**src/rtl/mips_pkg.sv**
```systemverilog
// Shared defaults and fetch FSM encoding for the MIPS front end.
package mips_pkg;

  localparam int unsigned MIPS_N        = 32;
  localparam int unsigned MIPS_DEPTH    = 32;
  localparam int unsigned MIPS_RESET_PC = 0;

  typedef enum logic [1:0] {
    ST_BOOT = 2'd0,
    ST_RUN  = 2'd1,
    ST_HALT = 2'd2
  } fetch_state_t;

endpackage

```
**src/rtl/next_pc_sel.sv**
```systemverilog
// Combinational next-PC mux: jump > branch > sequential. Stall/halt gating lives in the fetch FSM.
module next_pc_sel
  import mips_pkg::*;
#(
  parameter int N = MIPS_N
) (
  input  logic [N-1:0] i_pc,
  input  logic         i_jump,
  input  logic         i_branch_taken,
  input  logic [N-1:0] i_branch_offset,
  input  logic [25:0]  i_jump_target,
  output logic [N-1:0] o_pc_plus4,
  output logic [N-1:0] o_next_pc,
  output logic         o_redirect
);

  logic [N-1:0] w_br_target;
  logic [N-1:0] w_j_target;

  assign o_pc_plus4  = i_pc + N'(4);
  // Offset is in words; the add wraps modulo 2^N by construction.
  assign w_br_target = o_pc_plus4 + (i_branch_offset << 2);
  assign w_j_target  = {o_pc_plus4[N-1:28], i_jump_target, 2'b00};
  assign o_redirect  = i_jump | i_branch_taken;

  always_comb begin
    o_next_pc = o_pc_plus4;
    if (i_jump)              o_next_pc = w_j_target;
    else if (i_branch_taken) o_next_pc = w_br_target;
  end

endmodule

```
**src/rtl/pc_fetch_unit.sv**
```systemverilog
// Instruction fetch stage: PC register, fetch latch and BOOT/RUN/HALT control.
module pc_fetch_unit
  import mips_pkg::*;
#(
  parameter int          N        = MIPS_N,
  parameter int          DEPTH    = MIPS_DEPTH,
  parameter int unsigned RESET_PC = MIPS_RESET_PC
) (
  input  logic         clk,
  input  logic         reset,
  input  logic         stall,
  input  logic         branch_taken,
  input  logic [N-1:0] branch_offset,
  input  logic         jump,
  input  logic [25:0]  jump_target,
  input  logic [N-1:0] instr_in,
  output logic [N-1:0] imem_addr,
  output logic [N-1:0] pc,
  output logic [N-1:0] pc_plus4,
  output logic [N-1:0] instr_out,
  output logic [N-1:0] instr_pc,
  output logic         instr_valid,
  output logic         halted,
  output logic [15:0]  fetch_count
);

  fetch_state_t r_state;
  logic [N-1:0] r_pc;
  logic [N-1:0] r_instr_out;
  logic [N-1:0] r_instr_pc;
  logic         r_instr_valid;
  logic         r_halted;
  logic [15:0]  r_fetch_count;

  logic [N-1:0] w_next_pc;
  logic         w_redirect;
  logic         w_next_oob;

  next_pc_sel #(.N(N)) u_sel (
    .i_pc            (r_pc),
    .i_jump          (jump),
    .i_branch_taken  (branch_taken),
    .i_branch_offset (branch_offset),
    .i_jump_target   (jump_target),
    .o_pc_plus4      (pc_plus4),
    .o_next_pc       (w_next_pc),
    .o_redirect      (w_redirect)
  );

  assign imem_addr  = {2'b00, r_pc[N-1:2]};
  assign w_next_oob = (w_next_pc >> 2) >= N'(DEPTH);

  always_ff @(posedge clk) begin
    if (reset) begin
      r_state       <= ST_BOOT;
      r_pc          <= N'(RESET_PC);
      r_instr_out   <= '0;
      r_instr_pc    <= '0;
      r_instr_valid <= 1'b0;
      r_halted      <= 1'b0;
      r_fetch_count <= '0;
    end else begin
      case (r_state)
        ST_BOOT: r_state <= ST_RUN;
        ST_RUN: if (!stall) begin
          // Leaving the memory window freezes pc at the last in-range address.
          if (w_next_oob) begin
            r_state       <= ST_HALT;
            r_halted      <= 1'b1;
            r_instr_valid <= 1'b0;
          end else begin
            r_pc          <= w_next_pc;
            r_instr_out   <= instr_in;
            r_instr_pc    <= r_pc;
            r_instr_valid <= !w_redirect;
            if (!w_redirect && r_fetch_count != 16'hFFFF)
              r_fetch_count <= r_fetch_count + 16'd1;
          end
        end
        ST_HALT: begin
          r_instr_valid <= 1'b0;
          r_halted      <= 1'b1;
        end
        default: r_state <= ST_BOOT;
      endcase
    end
  end

  assign pc          = r_pc;
  assign instr_out   = r_instr_out;
  assign instr_pc    = r_instr_pc;
  assign instr_valid = r_instr_valid;
  assign halted      = r_halted;
  assign fetch_count = r_fetch_count;

endmodule

```
**config.mk**
```make
export PLATFORM = sky130hd
export DESIGN_NAME = pc_fetch_unit
export DESIGN_NICKNAME = d
export VERILOG_FILES = /design/src/rtl/mips_pkg.sv /design/src/rtl/next_pc_sel.sv /design/src/rtl/pc_fetch_unit.sv
export SDC_FILE = /design/constraint.sdc
export NUM_CORES = 1
export LEC_CHECK = 0
export CAP_MARGIN = 30
export CELL_PAD_IN_SITES_DETAIL_PLACEMENT = 1
export CELL_PAD_IN_SITES_GLOBAL_PLACEMENT = 2
export CORE_MARGIN = 2
export CORE_UTILIZATION = 27
export DETAILED_ROUTE_END_ITERATION = 8
export PLACE_DENSITY = 0.95
export SLEW_MARGIN = 40
export SYNTH_ARGS = -nofsm -noshare
export SYNTH_HDL_FRONTEND = slang
export SYNTH_SLANG_ARGS = --single-unit
```
**constraint.sdc**
```tcl
create_clock -name clk -period 12.8 [get_ports clk]
set_input_delay 1.92 -clock clk [delete_from_list [all_inputs] [get_ports clk]]
set_output_delay 1.92 -clock clk [all_outputs]
set_load 0.005 [all_outputs]
```
==> impl_metrics.xml, run 1 <==
<?xml version="1.0" encoding="UTF-8"?>
<metrics>
  <group name="clock_network">
    <metric name="cts_inserted_buffers" unit="">9</metric>
    <metric name="tritoncts_num_sinks" unit="">112</metric>
    <metric name="post-cts-setup-buffer-count" unit="">0</metric>
    <metric name="cts_resized" unit="">0</metric>
    <metric name="cts_tree" unit="">done</metric>
    <metric name="clk_latency" unit="ns">0.35</metric>
    <metric name="cts-root-to-sink-buffers" unit="">2</metric>
    <metric name="htree_num_levels" unit="">3</metric>
    <metric name="postCtsHoldBufs" unit="">0</metric>
    <metric name="cts_root_buffer" unit="">sky130_fd_sc_hd__clkbuf_16</metric>
    <metric name="clk_pin_slew_worst_paths" unit="ns">0.08</metric>
  </group>
  <group name="finish">
    <metric name="flow.area_growth_from_synthesis" unit="%">37.6</metric>
    <metric name="fill_cells" unit="">3316</metric>
    <metric name="n_antenna_cell" unit="">0</metric>
    <metric name="drive_above_1_share" unit="">0.0448</metric>
    <metric name="nets" unit="">1283</metric>
    <metric name="finalInstanceArea" unit="um2">10600</metric>
  </group>
  <group name="synthesis">
    <metric name="netlist_instances" unit="">989</metric>
    <metric name="synth_edf_count" unit="">0</metric>
    <metric name="synth_cell_type_count" unit="">75</metric>
    <metric name="synth_sequential_area_ratio" unit="">0.290</metric>
    <metric name="ys_dominant_reg_cell" unit="">sky130_fd_sc_hd__dfxtp_1</metric>
    <metric name="yosys.area.top_type" unit="">sky130_fd_sc_hd__dfxtp_1</metric>
    <metric name="ys.warnings.count" unit="">0</metric>
    <metric name="synth_top_cells_by_count" unit="">sky130_fd_sc_hd__dfxtp_1 (112), sky130_fd_sc_hd__a21oi_1 (99), sky130_fd_sc_hd__nand4_1 (83)</metric>
    <metric name="synth_largest_type_area_fraction" unit="">0.290</metric>
    <metric name="yosys.cell_count.top_type" unit="">sky130_fd_sc_hd__dfxtp_1</metric>
    <metric name="netlist_top_cells_area" unit="">sky130_fd_sc_hd__dfxtp_1 (29%), sky130_fd_sc_hd__nand4_1 (6.7%), sky130_fd_sc_hd__a21oi_1 (6.4%)</metric>
    <metric name="synthesis.area" unit="um2">7730</metric>
    <metric name="synth.ff_latch_count" unit="">112</metric>
    <metric name="async_reset_ff_frac" unit="">0</metric>
    <metric name="postSynthAreaPerCell" unit="um2">7.82</metric>
  </group>
  <group name="placed_design">
    <metric name="placement.cell_area" unit="um2">10300</metric>
    <metric name="numPortBuffers" unit="">262</metric>
    <metric name="replace_congestion" unit="">0.926</metric>
    <metric name="place.detailed.hpwl" unit="mm">24.2</metric>
  </group>
  <group name="global_route">
    <metric name="grt_pass1_wl" unit="mm">50.2</metric>
    <metric name="grt_antenna_before_repair" unit="">0</metric>
    <metric name="grt_pass1_vias" unit="">8611</metric>
    <metric name="globalRoute.totalOverflow" unit="">0</metric>
    <metric name="grt_usage" unit="">0.208</metric>
    <metric name="grt_max_degree" unit="">87</metric>
  </group>
  <group name="flow_run">
    <metric name="max_cap_viol_count" unit="">0</metric>
  </group>
  <group name="setup_path">
    <metric name="r2r.worst_path.cells" unit="">17</metric>
    <metric name="timing.rr.start" unit="">pc[3]</metric>
    <metric name="cp_data_required_time" unit="ns">13.04</metric>
    <metric name="reg2reg_setup_slack" unit="ns">6.04</metric>
    <metric name="critical_path_arrival" unit="ns">7.12</metric>
    <metric name="crit_path_start_kind" unit="">input port</metric>
    <metric name="reg_to_reg_endpoint" unit="">pc[10]</metric>
    <metric name="critical_path_class" unit="">input port to flip-flop</metric>
    <metric name="critical_path.endpoint" unit="">pc[10]</metric>
    <metric name="crit_path_max_fanout" unit="">66</metric>
    <metric name="worstSetupStartpoint" unit="">branch_offset[0]</metric>
    <metric name="crit_path_end_kind" unit="">flip-flop</metric>
  </group>
  <group name="die">
    <metric name="num_io_pins" unit="">273</metric>
    <metric name="initial_utilization" unit="">0.276</metric>
    <metric name="design.die.area" unit="um2">30000</metric>
    <metric name="die-width" unit="um">173</metric>
    <metric name="placement_rows" unit="">61</metric>
    <metric name="core_footprint" unit="um2">28000</metric>
    <metric name="die-height" unit="um">173</metric>
  </group>
  <group name="sta">
    <metric name="final_hold_viol_count" unit="">0</metric>
    <metric name="timing.max_slew.rel_slack" unit="">0.461</metric>
    <metric name="layout_min_cycle_time" unit="ns">6.88</metric>
    <metric name="worst_slew_pin_slew" unit="ns">0.808</metric>
    <metric name="min_period_over_period" unit="">0.537</metric>
    <metric name="final.setup.tns" unit="ns">0</metric>
    <metric name="grt_setup_unrepaired" unit="">false</metric>
    <metric name="report.final.slew_viol_count" unit="">0</metric>
    <metric name="timing.final.setup_violations" unit="">0</metric>
    <metric name="worst_clock_skew" unit="ns">0.00688</metric>
    <metric name="timing.fmax" unit="MHz">145</metric>
  </group>
  <group name="route">
    <metric name="drcViolationCount" unit="">0</metric>
    <metric name="routed_wire_per_std_cell" unit="um">21.2</metric>
    <metric name="detailroute.via_count" unit="">8526</metric>
    <metric name="drt_wl_total" unit="mm">32.6</metric>
    <metric name="drt_iter0_drc" unit="">570</metric>
    <metric name="dr.pass1.iters" unit="">5</metric>
    <metric name="routed_via_count_divided_by_cell_count" unit="">5.54</metric>
    <metric name="drt.antenna.violating_nets" unit="">0</metric>
  </group>
  <group name="pwr">
    <metric name="max_rail_drop_vdd" unit="mV">0.0587</metric>
    <metric name="comb_power_share" unit="">0.143</metric>
    <metric name="share_seq_of_total_power" unit="">0.464</metric>
    <metric name="net-switching-power" unit="uW">201</metric>
    <metric name="power.static_leakage" unit="nW">3.72</metric>
    <metric name="switching_share" unit="">0.267</metric>
    <metric name="pwr_dens" unit="nW/um2">70.8</metric>
    <metric name="clkPwrFrac" unit="">0.393</metric>
    <metric name="internal-power" unit="uW">552</metric>
  </group>
  <group name="outcome">
    <metric name="run_status" unit="">complete, no violations</metric>
  </group>
  <group name="worst_hold_path">
    <metric name="worst_hold_class" unit="">flip-flop to flip-flop</metric>
    <metric name="whs_path_depth" unit="">2</metric>
  </group>
</metrics>
[layout by cell type (no fill, tap or decap), types with 4 or more instances in the layout]
cell,instances
sky130_fd_sc_hd__nor3_1,14
sky130_fd_sc_hd__clkdlybuf4s50_1,261
sky130_fd_sc_hd__ha_1,31
sky130_fd_sc_hd__nand3_1,36
sky130_fd_sc_hd__a221oi_1,4
sky130_fd_sc_hd__o21ai_0,32
sky130_fd_sc_hd__mux2_2,4
sky130_fd_sc_hd__nor2_1,39
sky130_fd_sc_hd__inv_1,19
sky130_fd_sc_hd__and4_1,7
sky130_fd_sc_hd__xor2_1,16
sky130_fd_sc_hd__a211oi_1,7
sky130_fd_sc_hd__nand2_1,70
sky130_fd_sc_hd__mux2_1,5
sky130_fd_sc_hd__a31o_2,4
sky130_fd_sc_hd__nor2b_1,9
sky130_fd_sc_hd__xnor2_1,27
sky130_fd_sc_hd__and3_1,36
sky130_fd_sc_hd__nand4_1,83
sky130_fd_sc_hd__o31ai_1,64
sky130_fd_sc_hd__o21bai_1,5
sky130_fd_sc_hd__a21o_1,14
sky130_fd_sc_hd__a31oi_1,6
sky130_fd_sc_hd__or4_1,7
sky130_fd_sc_hd__a21oi_1,99
sky130_fd_sc_hd__or2_2,4
sky130_fd_sc_hd__and2_1,11
sky130_fd_sc_hd__dfxtp_1,112
sky130_fd_sc_hd__buf_4,8
sky130_fd_sc_hd__mux2i_1,5
sky130_fd_sc_hd__o211ai_1,12
sky130_fd_sc_hd__or3_1,7
sky130_fd_sc_hd__conb_1,8
sky130_fd_sc_hd__nor4_1,12
sky130_fd_sc_hd__clkbuf_16,9
[worst max-delay path, stage by stage]
cell,delay (ns)
sky130_fd_sc_hd__clkdlybuf4s50_1,0.44
sky130_fd_sc_hd__ha_1,0.29
sky130_fd_sc_hd__fa_1,0.45
sky130_fd_sc_hd__a211oi_1,0.30
sky130_fd_sc_hd__o21ai_0,0.23
sky130_fd_sc_hd__xor2_1,0.19
sky130_fd_sc_hd__nor4_1,0.30
sky130_fd_sc_hd__nand3_1,0.13
sky130_fd_sc_hd__o41a_1,0.37
sky130_fd_sc_hd__or4_1,0.60
sky130_fd_sc_hd__nor4_2,0.29
sky130_fd_sc_hd__buf_4,0.69
sky130_fd_sc_hd__nand2_2,0.51
sky130_fd_sc_hd__and3_1,0.37
[sequential cells by signal, summed over array words and instances (netlist names)]
name / flops
r_state: 2
halted: 1
instr_valid: 1
instr_out: 32
instr_pc: 30
pc: 30
fetch_count: 16
[layout make-up]
| cell class | count | area, um2 | share of cell area |
|---|---|---|---|
| multi-input cells | 743 | 4860 | 0.457 |
| repair buffers | 270 | 2680 | 0.252 |
| flip-flops and latches | 112 | 2240 | 0.211 |
| well taps | 378 | 473 | 0.0445 |
| clock buffers | 11 | 243 | 0.0228 |
| inverters | 20 | 75.1 | 0.00706 |
| clock inverters | 5 | 63.8 | 0.00600 |
[logic make-up (layout without fill, tap and decap cells)]
logic type,Yosys count,in the layout,synth area share
and+or+nand+nor,360,360,0.254
other,1,8,0.000485
adders and majority gates,32,32,0.0527
DFF,112,112,0.290
muxes,14,14,0.0196
xor gates and xnor gates,44,44,0.0498
buffers and inverters,141,306,0.0906
AOI/OAI and AO/OA,285,285,0.243
[worst min path at each step]
stage                     slack [ns]     startpoint             to
after floorplan                 0.44     r_state[1]     r_state[0]
after global placement          0.45    instr_valid    instr_valid
after detailed placement        0.46    instr_pc[2]    instr_pc[2]
after CTS                       0.47    instr_pc[2]    instr_pc[2]
after global routing            0.49   instr_pc[17]   instr_pc[17]
final                           0.47  instr_out[27]  instr_out[27]
[through the flow]
step                      total power [mW]  instances   util  hold slack (ns)  setup WS [ns]
after detailed placement             0.464       1523  0.368            0.461           5.33
final                                0.753       1539  0.380            0.472           5.92
after global placement               0.463       1523  0.368            0.451           5.36
after CTS                            0.761       1539  0.379            0.473           5.52
after floorplan                      0.413        996      -            0.443           6.96
after global routing                 0.782       1539  0.380            0.492           5.56
[power by group through the flow]
stage	sequential [mW]	combinational, mW	clock (mW)
floorplan	0.358	0.0554	0
global placement	0.358	0.105	0
detailed placement	0.358	0.106	0
CTS	0.350	0.107	0.305
global route	0.350	0.116	0.316
finish	0.350	0.107	0.296
[routing by layer]
| layer | track usage | up-vias | routed length [um] |
|---|---|---|---|
| met3 | 0.0561 | 37 | 2240 |
| met2 | 0.350 | 244 | 15400 |
| met4 | 0.0537 | 0 | 660 |
| li1 | - | 4038 | - |
| met5 | 0 | - | 0 |
| met1 | 0.264 | 4207 | 14300 |
No activity file was read; power rests on OpenSTA's default activity.
==> inputs of run 2 (changes only) <==
--- a/config.mk
+++ b/config.mk
@@ -9,9 +9,9 @@
 export CELL_PAD_IN_SITES_DETAIL_PLACEMENT = 1
 export CELL_PAD_IN_SITES_GLOBAL_PLACEMENT = 2
 export CORE_MARGIN = 2
-export CORE_UTILIZATION = 27
+export CORE_UTILIZATION = 23
 export DETAILED_ROUTE_END_ITERATION = 8
-export PLACE_DENSITY = 0.95
+export PLACE_DENSITY = 0.87
 export SLEW_MARGIN = 40
 export SYNTH_ARGS = -nofsm -noshare
 export SYNTH_HDL_FRONTEND = slang
==> constraint.sdc (replaced) <==
create_clock -name clk -period 5.7 [get_ports clk]
set_input_delay 0.855 -clock clk [delete_from_list [all_inputs] [get_ports clk]]
set_output_delay 0.855 -clock clk [all_outputs]
set_load 0.005 [all_outputs]
==> impl_metrics.xml, run 2 (synthesized netlist as in run 1, its figures left out) <==
<?xml version="1.0" encoding="UTF-8"?>
<metrics>
  <group name="route">
    <metric name="detailroute.via_count" unit="">8911</metric>
    <metric name="dr.pass1.iters" unit="">5</metric>
    <metric name="drcViolationCount" unit="">0</metric>
    <metric name="drt_wl_total" unit="mm">35.4</metric>
    <metric name="routed_via_count_divided_by_cell_count" unit="">5.20</metric>
    <metric name="drt_iter0_drc" unit="">446</metric>
    <metric name="drt.antenna.violating_nets" unit="">0</metric>
    <metric name="routed_wire_per_std_cell" unit="um">20.7</metric>
  </group>
  <group name="setup_path">
    <metric name="critical_path_arrival" unit="ns">5.53</metric>
    <metric name="cp_data_required_time" unit="ns">5.91</metric>
    <metric name="crit_path_start_kind" unit="">flip-flop</metric>
    <metric name="crit_path_max_fanout" unit="">32</metric>
    <metric name="critical_path_class" unit="">flip-flop to flip-flop</metric>
    <metric name="crit_path_end_kind" unit="">flip-flop</metric>
  </group>
  <group name="global_route">
    <metric name="globalRoute.totalOverflow" unit="">0</metric>
    <metric name="grt_antenna_before_repair" unit="">0</metric>
    <metric name="grt_usage" unit="">0.193</metric>
    <metric name="grt_pass1_vias" unit="">9172</metric>
    <metric name="grt_max_degree" unit="">66</metric>
    <metric name="grt_pass1_wl" unit="mm">53.9</metric>
  </group>
  <group name="clock_network">
    <metric name="cts_inserted_buffers" unit="">9</metric>
    <metric name="postCtsHoldBufs" unit="">0</metric>
    <metric name="cts-root-to-sink-buffers" unit="">2</metric>
    <metric name="post-cts-setup-buffer-count" unit="">0</metric>
    <metric name="htree_num_levels" unit="">3</metric>
    <metric name="clk_pin_slew_worst_paths" unit="ns">0.08</metric>
    <metric name="cts_tree" unit="">done</metric>
    <metric name="tritoncts_num_sinks" unit="">112</metric>
    <metric name="cts_root_buffer" unit="">sky130_fd_sc_hd__clkbuf_16</metric>
    <metric name="cts_resized" unit="">0</metric>
    <metric name="clk_latency" unit="ns">0.35</metric>
  </group>
  <group name="finish">
    <metric name="mostFrequentLayoutCells" unit="">sky130_fd_sc_hd__clkdlybuf4s50_1 (261), sky130_fd_sc_hd__dfxtp_1 (112), sky130_fd_sc_hd__buf_4 (108), sky130_fd_sc_hd__a21oi_1 (99), sky130_fd_sc_hd__nand4_1 (83)</metric>
    <metric name="largest_register_ffs" unit="">32</metric>
    <metric name="layout_commonest_cell" unit="">sky130_fd_sc_hd__clkdlybuf4s50_1</metric>
    <metric name="flow.area_growth_from_synthesis" unit="%">49.8</metric>
    <metric name="instances_no_fill" unit="">1715</metric>
    <metric name="nets" unit="">1389</metric>
    <metric name="drive_above_1_share" unit="">0.125</metric>
    <metric name="n_antenna_cell" unit="">0</metric>
    <metric name="fin_util" unit="">0.348</metric>
  </group>
  <group name="outcome">
    <metric name="run_status" unit="">complete, no violations</metric>
  </group>
  <group name="die">
    <metric name="core_footprint" unit="um2">33300</metric>
    <metric name="initial_utilization" unit="">0.232</metric>
    <metric name="num_io_pins" unit="">273</metric>
    <metric name="placement_rows" unit="">67</metric>
    <metric name="die-width" unit="um">187</metric>
    <metric name="design.die.area" unit="um2">35100</metric>
    <metric name="die-height" unit="um">187</metric>
  </group>
  <group name="placed_design">
    <metric name="numPortBuffers" unit="">262</metric>
    <metric name="placed_cell_count" unit="">1698</metric>
    <metric name="replace_congestion" unit="">0.934</metric>
    <metric name="place.detailed.hpwl" unit="mm">26.7</metric>
  </group>
  <group name="sta">
    <metric name="grt_setup_unrepaired" unit="">false</metric>
    <metric name="layout_min_cycle_time" unit="ns">5.32</metric>
    <metric name="timing.fmax" unit="MHz">188</metric>
    <metric name="final_hold_viol_count" unit="">0</metric>
    <metric name="timing.max_slew.rel_slack" unit="">0.500</metric>
    <metric name="report.final.slew_viol_count" unit="">0</metric>
    <metric name="worst_clock_skew" unit="ns">0.0133</metric>
    <metric name="worst_slew_pin_slew" unit="ns">0.749</metric>
    <metric name="final.setup.tns" unit="ns">0</metric>
    <metric name="min_period_over_period" unit="">0.934</metric>
    <metric name="timing.final.setup_violations" unit="">0</metric>
  </group>
  <group name="pwr">
    <metric name="total_power" unit="mW">1.68</metric>
    <metric name="pwr_dens" unit="nW/um2">145</metric>
    <metric name="power.static_leakage" unit="nW">4.26</metric>
    <metric name="max_rail_drop_vdd" unit="mV">0.123</metric>
  </group>
  <group name="flow_run">
    <metric name="max_cap_viol_count" unit="">0</metric>
  </group>
  <group name="worst_hold_path">
    <metric name="worst_hold_class" unit="">flip-flop to flip-flop</metric>
  </group>
</metrics>
## run 2: changes by cell type in the layout (fill, tap and decap cells not counted), sizes merged
cell / previous run / this run
clkbuf: 11 / 10
or4: 8 / 9
clkinv: 1 / 3
bufinv: 1 / 0
buf: 9 / 114
## run 2: path summary, 6_finish.rpt
path / start / end / slack [ns] / cells after the start
setup / recovery: pc[2] / instr_pc[13] / 0.38 / 20
hold / removal: instr_out[4] / instr_out[4] / 0.47 / 2
setup reg to reg: pc[2] / instr_pc[13] / 0.38 / 20
hold reg to reg: instr_out[4] / instr_out[4] / 0.47 / 2
## run 2: through the flow
| step | cell area [um2] | hold slack (ns) | setup slack, ns |
|---|---|---|---|
| after CTS | 11500 | 0.477 | 0.246 |
| after global placement | 11300 | 0.454 | 0.0582 |
| after detailed placement | 11300 | 0.461 | 0.00562 |
| after floorplan | 7760 | 0.443 | 0.418 |
| after global routing | 11600 | 0.493 | 0.0260 |
| final | 11600 | 0.472 | 0.377 |
## run 2: per-layer routing
metal  vias up  global-route usage  wire (um)
met5         -                   0          0
met4         0              0.0482        626
met3        29              0.0424       2090
met2       244               0.329      16800
met1      4399               0.247      16000
li1       4239                   -          -
## run 2: cell type report
cell class	instances	area, um2
multi-input cells	744	4880
clock inverters	6	51.3
well taps	448	561
flip-flops and latches	112	2240
clock buffers	10	229
repair buffers	375	3540
inverters	20	76.3
fillers	3985	21700
## run 2: worst max-delay path, stage by stage (launching register included)
cell	delay, ns
sky130_fd_sc_hd__dfxtp_1	0.44
sky130_fd_sc_hd__ha_1	0.22
sky130_fd_sc_hd__nand3_1	0.12
sky130_fd_sc_hd__nor2_1	0.11
sky130_fd_sc_hd__buf_4	0.16
sky130_fd_sc_hd__nand2_1	0.07
sky130_fd_sc_hd__xnor2_1	0.33
sky130_fd_sc_hd__ha_1	0.32
sky130_fd_sc_hd__a21oi_1	0.32
sky130_fd_sc_hd__o21ai_0	0.24
sky130_fd_sc_hd__a22oi_1	0.21
sky130_fd_sc_hd__o211ai_1	0.29
sky130_fd_sc_hd__buf_4	0.25
sky130_fd_sc_hd__a21oi_1	0.24
sky130_fd_sc_hd__nor3b_1	0.23
sky130_fd_sc_hd__a2111oi_0	0.10
sky130_fd_sc_hd__buf_4	0.18
sky130_fd_sc_hd__or4_4	0.66
sky130_fd_sc_hd__buf_4	0.32
sky130_fd_sc_hd__o31ai_1	0.29
sky130_fd_sc_hd__a21oi_1	0.09
## run 2: report_power, final
group          total [mW]  switching, mW  internal, mW
Combinational       0.271          0.154         0.117
Sequential          0.785        0.00123         0.784
Clock               0.624          0.319         0.304
